$ cat src/rtl/lsu_dual_buffered.sv
// Dual-lane load/store unit with an in-order store buffer in front of a local data cache.
// Loads forward from the buffer (youngest match first) and, on lane B, from a same-cycle lane A store.
module lsu_dual_buffered #(
  parameter int DATA_W   = 16,
  parameter int ADDR_W   = 5,
  parameter int DEPTH    = 32,
  parameter int SB_DEPTH = 4,
  parameter int OPC_W    = 7,
  parameter int RA_W     = 5
) (
  input  logic              clock_i,
  input  logic              reset_i,
  input  logic              enableA_i,
  input  logic              enableB_i,
  input  logic              isWbA_i,
  input  logic              isWbB_i,
  input  logic [OPC_W-1:0]  opCodeA_i,
  input  logic [OPC_W-1:0]  opCodeB_i,
  input  logic [RA_W-1:0]   wbAddressA_i,
  input  logic [RA_W-1:0]   wbAddressB_i,
  input  logic [DATA_W-1:0] pOperandA_i,
  input  logic [DATA_W-1:0] pOperandB_i,
  input  logic [DATA_W-1:0] sOperandA_i,
  input  logic [DATA_W-1:0] sOperandB_i,
  output logic              ready_o,
  output logic              wbEnableA_o,
  output logic              wbEnableB_o,
  output logic [RA_W-1:0]   wbAddressA_o,
  output logic [RA_W-1:0]   wbAddressB_o,
  output logic [DATA_W-1:0] wbDataA_o,
  output logic [DATA_W-1:0] wbDataB_o,
  output logic              faultA_o,
  output logic              faultB_o,
  output logic              sbEmpty_o
);

  localparam int PW = $clog2(SB_DEPTH);
  localparam int CW = PW + 1;
  localparam logic [OPC_W-1:0] OP_LDI = OPC_W'(10);
  localparam logic [OPC_W-1:0] OP_LDM = OPC_W'(11);
  localparam logic [OPC_W-1:0] OP_ST  = OPC_W'(12);

  logic [PW-1:0]     head, tail, tail_b;
  logic [CW-1:0]     count, count_next;
  logic [ADDR_W-1:0] sb_addr [SB_DEPTH];
  logic [DATA_W-1:0] sb_data [SB_DEPTH];
  logic [DATA_W-1:0] cache [DEPTH];

  logic              acc_a, acc_b, in_a, in_b;
  logic              ldi_a, ldi_b, ldm_a, ldm_b, st_a, st_b;
  logic              flt_a, flt_b, deq;
  logic [ADDR_W-1:0] addr_a, addr_b;
  logic              hit_a, hit_b;
  logic [DATA_W-1:0] fwd_a, fwd_b, ld_a, ld_b;

  // Two free slots guarantee room for a dual store regardless of drain.
  assign ready_o = (count <= CW'(SB_DEPTH - 2));

  assign acc_a  = enableA_i & ready_o;
  assign acc_b  = enableB_i & ready_o;
  assign addr_a = sOperandA_i[ADDR_W-1:0];
  assign addr_b = sOperandB_i[ADDR_W-1:0];
  assign in_a   = sOperandA_i < DATA_W'(DEPTH);
  assign in_b   = sOperandB_i < DATA_W'(DEPTH);

  assign ldi_a = acc_a & (opCodeA_i == OP_LDI);
  assign ldi_b = acc_b & (opCodeB_i == OP_LDI);
  assign ldm_a = acc_a & (opCodeA_i == OP_LDM) & in_a;
  assign ldm_b = acc_b & (opCodeB_i == OP_LDM) & in_b;
  assign st_a  = acc_a & (opCodeA_i == OP_ST) & in_a;
  assign st_b  = acc_b & (opCodeB_i == OP_ST) & in_b;
  assign flt_a = acc_a & ((opCodeA_i == OP_LDM) | (opCodeA_i == OP_ST)) & ~in_a;
  assign flt_b = acc_b & ((opCodeB_i == OP_LDM) | (opCodeB_i == OP_ST)) & ~in_b;

  assign deq        = (count != '0);
  assign tail_b     = tail + PW'(st_a);
  assign count_next = count + CW'(st_a) + CW'(st_b) - CW'(deq);

  // Walk oldest to youngest so the last match (youngest) wins; the draining head is included.
  always_comb begin
    hit_a = 1'b0;
    hit_b = 1'b0;
    fwd_a = '0;
    fwd_b = '0;
    for (int i = 0; i < SB_DEPTH; i++) begin
      if (CW'(i) < count) begin
        if (sb_addr[head + PW'(i)] == addr_a) begin
          hit_a = 1'b1;
          fwd_a = sb_data[head + PW'(i)];
        end
        if (sb_addr[head + PW'(i)] == addr_b) begin
          hit_b = 1'b1;
          fwd_b = sb_data[head + PW'(i)];
        end
      end
    end
  end

  assign ld_a = hit_a ? fwd_a : cache[addr_a];
  assign ld_b = (st_a && (addr_a == addr_b)) ? pOperandA_i :
                hit_b ? fwd_b : cache[addr_b];

  always_ff @(posedge clock_i) begin
    if (reset_i) begin
      head         <= '0;
      tail         <= '0;
      count        <= '0;
      sbEmpty_o    <= 1'b1;
      wbEnableA_o  <= 1'b0;
      wbEnableB_o  <= 1'b0;
      wbAddressA_o <= '0;
      wbAddressB_o <= '0;
      wbDataA_o    <= '0;
      wbDataB_o    <= '0;
      faultA_o     <= 1'b0;
      faultB_o     <= 1'b0;
      for (int i = 0; i < DEPTH; i++) cache[i] <= '0;
    end else begin
      wbEnableA_o <= (ldi_a | ldm_a) & isWbA_i;
      wbEnableB_o <= (ldi_b | ldm_b) & isWbB_i;
      faultA_o    <= flt_a;
      faultB_o    <= flt_b;
      if (ldi_a | ldm_a) begin
        wbAddressA_o <= wbAddressA_i;
        wbDataA_o    <= ldi_a ? sOperandA_i : ld_a;
      end
      if (ldi_b | ldm_b) begin
        wbAddressB_o <= wbAddressB_i;
        wbDataB_o    <= ldi_b ? sOperandB_i : ld_b;
      end
      if (deq) begin
        cache[sb_addr[head]] <= sb_data[head];
        head                 <= head + 1'b1;
      end
      // Lane A is older, so it takes the tail slot first.
      if (st_a) begin
        sb_addr[tail] <= addr_a;
        sb_data[tail] <= pOperandA_i;
      end
      if (st_b) begin
        sb_addr[tail_b] <= addr_b;
        sb_data[tail_b] <= pOperandB_i;
      end
      tail      <= tail_b + PW'(st_b);
      count     <= count_next;
      sbEmpty_o <= (count_next == '0);
    end
  end

  always_ff @(posedge clock_i) begin
    if (!reset_i) assert (count <= CW'(SB_DEPTH));
  end

endmodule

$ cat config.mk
export PLATFORM = sky130hd
export DESIGN_NAME = lsu_dual_buffered
export DESIGN_NICKNAME = d
export VERILOG_FILES = /design/src/rtl/lsu_dual_buffered.sv
export SDC_FILE = /design/constraint.sdc
export NUM_CORES = 1
export LEC_CHECK = 0
export CORE_MARGIN = 2
export CORE_UTILIZATION = 50
export DETAILED_ROUTE_END_ITERATION = 8
export PLACE_DENSITY_LB_ADDON = 0.05
export SETUP_SLACK_MARGIN = 0.4
export SYNTH_ARGS = -nofsm -noshare
export SYNTH_HDL_FRONTEND = slang
export SYNTH_SLANG_ARGS = --single-unit
$ cat constraint.sdc
create_clock -name clock_i -period 4.4 [get_ports clock_i]
set_input_delay 0.88 -clock clock_i [delete_from_list [all_inputs] [get_ports clock_i]]
set_output_delay 0.88 -clock clock_i [all_outputs]
set_load 0.005 [all_outputs]
After elaboration in Yosys (flattened, before gate mapping). Memory sizes are Yosys's and may differ from the RTL's. A register that Yosys moved wholly into a read port is not among the register bits. Cells that the tools add are included.

Memory bits (writable): 596. Memories kept: 3. Output and inout bits: 48. Input port bits: 94. Register bits after elaboration: 54.

Bitwise logic cells: 24. Equal/unequal tests: 15. Reduce and logical (&&, ||, !) cells: 4. Magnitude comparators: 7. Add/subtract/negate cells: 8. Muxes and demuxes: 55.

Memory list: cache (words 32, width 16, rd ports 2, clocked after memory_dff 0, wr ports 32, line 47) `logic [DATA_W-1:0] cache [DEPTH];`; sb_data (words 4, width 16, rd ports 4, clocked after memory_dff 1, wr ports 2, line 46) `logic [DATA_W-1:0] sb_data [SB_DEPTH];`; sb_addr (words 4, width 5, rd ports 4, clocked after memory_dff 1, wr ports 2, line 45) `logic [ADDR_W-1:0] sb_addr [SB_DEPTH];`.

Operators by type and width (count): $mux W16 (22); $eq A5 B5 Y1 (9); $eq A7 B4 Y1 const B (6); $lt A16 B6 Y1 const B (2); $mux W1 (28); $and A1 B1 Y1 (18); $reduce_or A16 Y1 (1); $mux W2 (4); $add A3 B1 Y3 (2); $lt A1 B3 Y1 const A (2); $lt A2 B3 Y1 const A (2); $mux W5 (1); $add A2 B1 Y2 (2); $add A2 B2 Y2 const B (2); $or A1 B1 Y1 (4); $le A3 B2 Y1 const B (1); $logic_not A3 Y1 (1); $reduce_bool A3 Y1 (1); $sub A3 B1 Y3 (1); $add A2 B1 Y2 const B (1); $not A1 Y1 (2); $logic_and A1 B1 Y1 (1).

Depth between registers and ports, before layout. Gate-level depths: netlist of the first run.

Depth after elaboration: 12. Mapped depth: 12.

Worst setup path after synthesis of the first run. Ideal clock, no wire load.

Path type: input to register. Start point: input opCodeA_i[6]. End point: memory sb_addr[1][0], enable pin. Stages: 5. Path slack: 520 ps. Data required time: 3972 ps. Library setup time: 428 ps. Data arrival time: 3452 ps. Cell sequence: nor4_1 -> nand4_1 -> nor2_1 -> nand2_1 -> o21ai_0.

RTL lines: from (decl) (line 17) `input logic [OPC_W-1:0] opCodeA_i,`; to (decl) (line 45).

==> results of run 1 <==
final cells by class:
cell class	count	area, um2	share of cell area, %
Sequential cell	652	19000	45.3
Clock buffer	95	1950	4.65
Clock inverter	40	536	1.28
Multi-Input combinational cell	1784	16300	38.9
Inverter	30	113	0.268
Antenna cell	2	5.00	0.0119
Tap cell	950	1190	2.83
Timing Repair Buffer	298	2840	6.75
power by group:
part	leakage [uW]	switching, uW	internal, uW
Clock	0.00121	2680	3760
Sequential	0.00650	315	7200
Combinational	0.00668	4080	1920
Total	0.0144	7080	12900
registers in the layout (all words and copies together) (netlist names), named ones only:
name,flops
cache,512
count,3
faultA_o,1
faultB_o,1
head,2
sbEmpty_o,1
sb_addr,20
sb_data,64
tail,2
wbAddressA_o,5
wbAddressB_o,5
wbDataA_o,16
wbDataB_o,16
wbEnableA_o,1
wbEnableB_o,1
final timing paths:
check / end / from / cells past startpoint / slack (ns)
max: cache[0][5] / register / 5 / 0.58
min: wbAddressB_o[2] / wbAddressB_o[2] / 2 / 0.45
max reg2reg: cache[0][5] / register / 5 / 0.58
min reg2reg: wbAddressB_o[2] / wbAddressB_o[2] / 2 / 0.45
cell usage after synthesis, drive strengths merged (15+ instances only):
master  number
a211oi      18
mux2i       64
inv         29
nor3        39
buf         73
a21oi       41
clkbuf     180
mux2       133
xnor2       36
nor2       589
mux4       345
a221oi      18
edfxtp     596
nand3       28
nand2      158
o21ai       77
xor2        15
o211ai      20
dfxtp       56
metrics by stage:
step | setup WS (ns) | power, uW | hold slack (ns) | area (um2)
after global routing | 0.482 | 20400 | 0.479 | 42000
after detailed placement | 0.413 | 13500 | 0.448 | 39500
after CTS | 0.633 | 19900 | 0.455 | 42000
after global placement | 0.453 | 13400 | 0.441 | 39500
after floorplan | 0.520 | 10800 | 0.448 | 36300
final | 0.583 | 20000 | 0.450 | 42000
kinds of logic after synthesis:
group,count (synthesis)
flops,652
xor+xnor,51
fa+ha+maj,7
buf+inv,283
mux,542
simple gates,908
compound gates,276
metal layers:
layer | global-route usage [%] | wire length, um | up-vias
li1 | - | - | 10700
met1 | 46.0 | 48400 | 13500
met2 | 61.2 | 67400 | 1467
met3 | 6.45 | 11300 | 331
met4 | 22.5 | 9960 | 0
met5 | 0 | 0 | -
worst max-delay path, stage by stage, from the launching register on:
cell	delay, ns
sky130_fd_sc_hd__dfxtp_2	0.67
sky130_fd_sc_hd__mux4_2	0.75
sky130_fd_sc_hd__nand2b_1	0.29
sky130_fd_sc_hd__nor2_1	0.23
sky130_fd_sc_hd__nand2_1	0.55
sky130_fd_sc_hd__nand2_1	0.92
==> impl_summary.txt, run 1 <==
----------------------------------------------------
[Status]
  Outcome ... complete, no violations

[STA]
  Worst slew pin tran ... 1.21 ns
  Pins Over Slew Limit ... 0
  Period minus WS final ... 3.82 ns
  Count of final setup violators ... 0
  Final worst path period share ... 86.7%
  Fmax ... 262 MHz
  Number of hold violations in the final report ... 0
  Fin Clk Skew ... 0.0270 ns
  Worst-case headroom to the max-slew limit ... 19.4%
  Setup total negative slack ... 0 ns
  Setup repair after global routing missed its margin ... no

[Routing]
  Vias ... 26,000
  Detailed-route vias per instance ... 6.75
  Total wirelength of the detailed-routed design ... 137 mm
  DRC violation count after routing ... 0
  Total iterations of the first detailed-routing run ... 6
  Number of nets with antenna violations after routing ... 0
  Initial drt markers ... 3,273
  Routed len/inst ... 35.6 um

[Layout]
  Count of non-filler cells in the finished layout ... 3,851
  Fill count ... 5,766
  Leading cell types in the layout, fill and taps excluded ... 596 x sky130_fd_sc_hd__edfxtp_1, 589 x sky130_fd_sc_hd__nor2_1, 345 x sky130_fd_sc_hd__mux4_2, 158 x sky130_fd_sc_hd__nand2_1, 136 x sky130_fd_sc_hd__buf_4
  Most frequent standard cell in the layout excluding fill and tap cells ... sky130_fd_sc_hd__edfxtp_1
  Total number of nets in the final design ... 2,942
  Fraction of layout instances using a drive strength above 1 ... 27.3%
  Area overhead of the layout relative to synthesis ... 15.6%
  Final core occ ... 58.5%

[Synthesis]
  Register area share after synthesis ... 52.4%
  Post-synthesis cell area ... 36,300 um2
  Main combinational cell family by area after synthesis ... multiplexers
  Area fraction in and, or, nand and nor cells after synthesis ... 10.5%
  Synth async-reset ratio ... 0%
  Biggest area consumer among synthesized cells ... sky130_fd_sc_hd__edfxtp_1
  Number of flops mapped to enable cells by yosys ... 596
  Average cell area after synthesis ... 13.4 um2
  Synth Area in XOR/XNOR ... 1.23%
  Synth area leaders ... sky130_fd_sc_hd__edfxtp_1 49%, sky130_fd_sc_hd__mux4_2 21%, sky130_fd_sc_hd__nor2_1 6.1%
  YS warnings ... 0
  Most frequently used flop master after synthesis ... sky130_fd_sc_hd__edfxtp_1
  Multiplexer area fraction after synthesis ... 27.3%
  Gate count of the mapped netlist ... 2,719
  Fraction of post-synthesis cell area in the top cell type by area ... 49.3%
  Count of distinct cell types in the synthesized netlist ... 69
  Area share of fa/ha/maj cells after synthesis ... 0.282%
  Count of state elements after synthesis ... 652
  Fraction of the mapped netlist area in compound gates ... 5.14%
  Number of nets in the synthesized netlist ... 2,820

[Place]
  Placer congestion estimate ... 0.978
  Number of placed cells counting well taps ... 3,714
  Detailed placer's ending HPWL ... 96.6 mm
  Number of port buffers ... 141

[Pwr]
  Largest voltage drop on the vdd net ... 0.349 mV
  Leakage Power ... 0.0144 uW
  Pwr per Cell Area ... 475 nW/um2

[Setup path]
  Type of destination of the critical path ... register
  Critical setup path kind ... reg2reg
  Data required time at the worst endpoint ... 4.65 ns
  Critical path fanouts, max ... 17
  Worst Path Arrival ... 4.06 ns
  Critical Path Source Type ... register

[Clock tree]
  Clock tree from TritonCTS ... yes
  CTS Buffer Depth ... 3
  H-tree depth ... 3
  Number of buffers inserted for hold repair after clock tree synthesis ... 0
  Skew-Pair Late Insertion Delay ... 0.64 ns
  Clock tree root buffer cell ... sky130_fd_sc_hd__clkbuf_16
  Sink Count ... 652
  Count of cells resized by post-cts repair ... 0
  Clock-pin slew on the worst setup and hold paths ... 0.06 ns
  TritonCTS buffer count ... 75
  Post-CTS repair timing setup buffer count ... 0

[GRT]
  Grt total ovfl ... 0
  Antenna violations before repair ... 2
  Global-route wire length before repair ... 194 mm
  GRT Resource Usage Total ... 37.1%
  Maximum number of pins on one net before global-route repair ... 56
  Number of global-route vias before repair ... 25,800

[Die]
  I/O Pins ... 142
  Die extent in y ... 274 um
  Placement Rows ... 98
  Floorplan die width ... 274 um
  Die area ... 74,800 um2
  Core region area ... 71,700 um2
  Initial Utilization ... 50.6%

[Hold path]
  Type of the tightest min-delay check ... reg2reg

[Flow run]
  # Max-Cap Violations ... 0

----------------------------------------------------
No activity file was read; power rests on OpenSTA's default activity.
==> run 2, diff against run 1 <==
- PLACE_DENSITY: unset -> 0.68
- PLACE_DENSITY_LB_ADDON: 0.05 -> unset
==> run 2 against run 1 <==
Compared with the run above:
- critical path depth is 3 higher
- non-clock buffer count is 15 lower
- routed wire length is 8.3% lower
- sequential share of layout area is 0.40 points higher
- largest power group unchanged
- clock power is 9.3% lower
- sequential cell count stayed put
==> impl_summary.txt, run 2 (same netlist as run 1, synthesis figures left out) <==
----------------------------------------------------
[Status]
  Outcome ... complete, no violations (unchanged)

[Layout]
  Total area of sequential cells ... 19,000 um2 (unchanged)
  Largest register FFs ... 512 (unchanged)
  Area overhead of the layout relative to synthesis ... 14.5% (was 15.6%)
  Multi-input gate area ... 16,300 um2 (about the same)
  Final core occ ... 58.0% (was 58.5%)
  Largest reg by FF count ... cache (unchanged)
  Fraction of layout instances using a drive strength above 1 ... 26.7% (was 27.3%)
  Largest registers in the final layout ... cache (512), sb_data (64), sb_addr (20) (unchanged)
  Most frequent standard cell in the layout excluding fill and tap cells ... sky130_fd_sc_hd__edfxtp_1 (unchanged)
  Post-layout instance area ... 41,600 um2 (was 42,000 um2)
  Fill count ... 5,619 (was 5,766)
  Count of non-filler cells in the finished layout ... 3,834 (was 3,851)
  Leading cell types in the layout, fill and taps excluded ... 596 x sky130_fd_sc_hd__edfxtp_1, 589 x sky130_fd_sc_hd__nor2_1, 345 x sky130_fd_sc_hd__mux4_2, 158 x sky130_fd_sc_hd__nand2_1, 133 x sky130_fd_sc_hd__mux2_2 (was 596 x sky130_fd_sc_hd__edfxtp_1, 589 x sky130_fd_sc_hd__nor2_1, 345 x sky130_fd_sc_hd__mux4_2, 158 x sky130_fd_sc_hd__nand2_1, 136 x sky130_fd_sc_hd__buf_4)
  Total number of nets in the final design ... 2,924 (was 2,942)

[Clock tree]
  Skew-Pair Late Insertion Delay ... 0.65 ns (was 0.64 ns)
  Clock-pin slew on the worst setup and hold paths ... 0.07 ns (was 0.06 ns)
  Clock tree root buffer cell ... sky130_fd_sc_hd__clkbuf_16 (unchanged)
  CTS Buffer Depth ... 3 (unchanged)
  Number of buffers inserted for hold repair after clock tree synthesis ... 0 (unchanged)
  H-tree depth ... 3 (unchanged)
  Post-CTS repair timing setup buffer count ... 0 (unchanged)
  TritonCTS buffer count ... 72 (was 75)
  Clock tree from TritonCTS ... yes (unchanged)
  Count of cells resized by post-cts repair ... 0 (unchanged)
  Sink Count ... 652 (unchanged)

[STA]
  Setup total negative slack ... 0 ns (unchanged)
  Period minus WS final ... 3.73 ns (was 3.82 ns)
  Count of final setup violators ... 0 (unchanged)
  Number of hold violations in the final report ... 0 (unchanged)
  Worst-case headroom to the max-slew limit ... 27.3% (was 19.4%)
  Setup repair after global routing missed its margin ... no (unchanged)
  Pins Over Slew Limit ... 0 (unchanged)
  Worst slew pin tran ... 1.09 ns (was 1.21 ns)
  Final worst path period share ... 84.8% (was 86.7%)
  Fin Clk Skew ... 0.0408 ns (was 0.0270 ns)
  Fmax ... 268 MHz (was 262 MHz)

[Routing]
  Initial drt markers ... 4,630 (was 3,273)
  Total iterations of the first detailed-routing run ... 6 (unchanged)
  Vias ... 26,500 (was 26,000)
  Routed len/inst ... 32.8 um (was 35.6 um)
  Detailed-route vias per instance ... 6.90 (was 6.75)
  DRC violation count after routing ... 0 (unchanged)
  Number of nets with antenna violations after routing ... 0 (unchanged)
  Total wirelength of the detailed-routed design ... 126 mm (was 137 mm)

[Setup path]
  Critical path's slowest cell ... sky130_fd_sc_hd__or4_1 (was sky130_fd_sc_hd__nand2_1)
  Combined buffer and inverter count along the critical path ... 1 (was 0)
  Worst Path Arrival ... 4.26 ns (was 4.06 ns)
  Type of destination of the critical path ... register (unchanged)
  Critical Path Source Type ... register (unchanged)
  First element of the critical path ... head[0]
  Critical setup path kind ... reg2reg (unchanged)
  Crit path cell chain ... buf_4, mux4_2, xnor2_1, nand2_1, or4_1, o311ai_2, o31ai_1, o21bai_1 (was mux4_2, nand2b_1, nor2_1, nand2_1, nand2_1)
  Data required time at the worst endpoint ... 4.93 ns (was 4.65 ns)
  Slowest cell delay on critical path ... 0.87 ns (was 0.92 ns)
  Worst flop-to-flop path startpoint ... head[0]
  Critical path fanouts, max ... 37 (was 17)
  Crit path max-delay family ... simple AND/OR/NAND/NOR gates (unchanged)

[Place]
  Number of placed cells counting well taps ... 3,699 (was 3,714)
  Placer congestion estimate ... 0.946 (was 0.978)
  Detailed placer's ending HPWL ... 87.5 mm (was 96.6 mm)
  Number of port buffers ... 141 (unchanged)
  Placed cell area ... 39,400 um2 (was 39,500 um2)

[Die]
  Initial Utilization ... 50.6% (unchanged)
  Floorplan die width ... 274 um (unchanged)
  I/O Pins ... 142 (unchanged)
  Core region area ... 71,700 um2 (unchanged)
  Placement Rows ... 98 (unchanged)
  Die area ... 74,800 um2 (unchanged)
  Die extent in y ... 274 um (unchanged)

[Hold path]
  Type of the tightest min-delay check ... reg2reg (unchanged)
  Hold Crit Start ... wbAddressB_o[0] (was wbAddressB_o[2])

[GRT]
  Grt total ovfl ... 0 (unchanged)
  Maximum number of pins on one net before global-route repair ... 55 (was 56)
  Number of global-route vias before repair ... 25,800 (about the same)
  Global-route wire length before repair ... 183 mm (was 194 mm)
  GRT Resource Usage Total ... 34.0% (was 37.1%)
  Antenna violations before repair ... 11 (was 2)

[Flow run]
  # Max-Cap Violations ... 0 (unchanged)

[Pwr]
  Largest voltage drop on the vdd net ... 0.414 mV (was 0.349 mV)
  Leakage Power ... 0.0142 uW (was 0.0144 uW)
  Pwr per Cell Area ... 453 nW/um2 (was 475 nW/um2)
  Total Power Consumption ... 18,900 uW (was 20,000 uW)

----------------------------------------------------
-- run 2: metrics by stage --
stage          hold slack [ns]  setup slack [ns]
3_5_place_dp             0.446             0.152
5_1_grt                  0.477             0.450
4_1_cts                  0.453             0.679
3_3_place_gp             0.439             0.235
6_report                 0.451             0.669
2_1_floorplan            0.448             0.520
-- run 2: final timing paths --
kind	slack, ns	cells past startpoint	to
setup / recovery	0.67	8	wbDataB_o[12]
hold / removal	0.45	2	wbAddressB_o[0]
setup reg to reg	0.67	8	wbDataB_o[12]
hold reg to reg	0.45	2	wbAddressB_o[0]
-- run 2: routing by layer --
layer | up-vias | GRT usage (%) | wire length (um)
met5 | - | 0 | 23
met4 | 4 | 16.5 | 7170
met3 | 326 | 8.33 | 17000
met2 | 2090 | 52.0 | 57800
met1 | 13400 | 45.7 | 43600
li1 | 10700 | - | -
-- run 2: tightest hold or removal path, delay by kind of cell, from the launching register on --
kind | cells | cell delay (ns)
AO/OA/AOI/OAI | 1 | 0.05
AND/OR/NAND/NOR | 1 | 0.05
flip-flops | 1 | 0.31
-- run 2: cell type report --
class	instances	share of cell area [%]
sequential	652	45.7
multi-input combinational	1784	39.2
timing repair buffer	283	6.54
clock buffer	93	4.59
tap	950	2.86
inverter	30	0.271
antenna	5	0.0301
clock inverter	37	0.758
-- run 2: power breakdown --
group | switching (uW) | total (uW) | internal (uW) | leakage (uW)
Sequential | 338 | 7540 | 7200 | 0.00650
Clock | 2620 | 5850 | 3220 | 0.00109
Combinational | 3600 | 5480 | 1880 | 0.00660
Total | 6560 | 18900 | 12300 | 0.0142
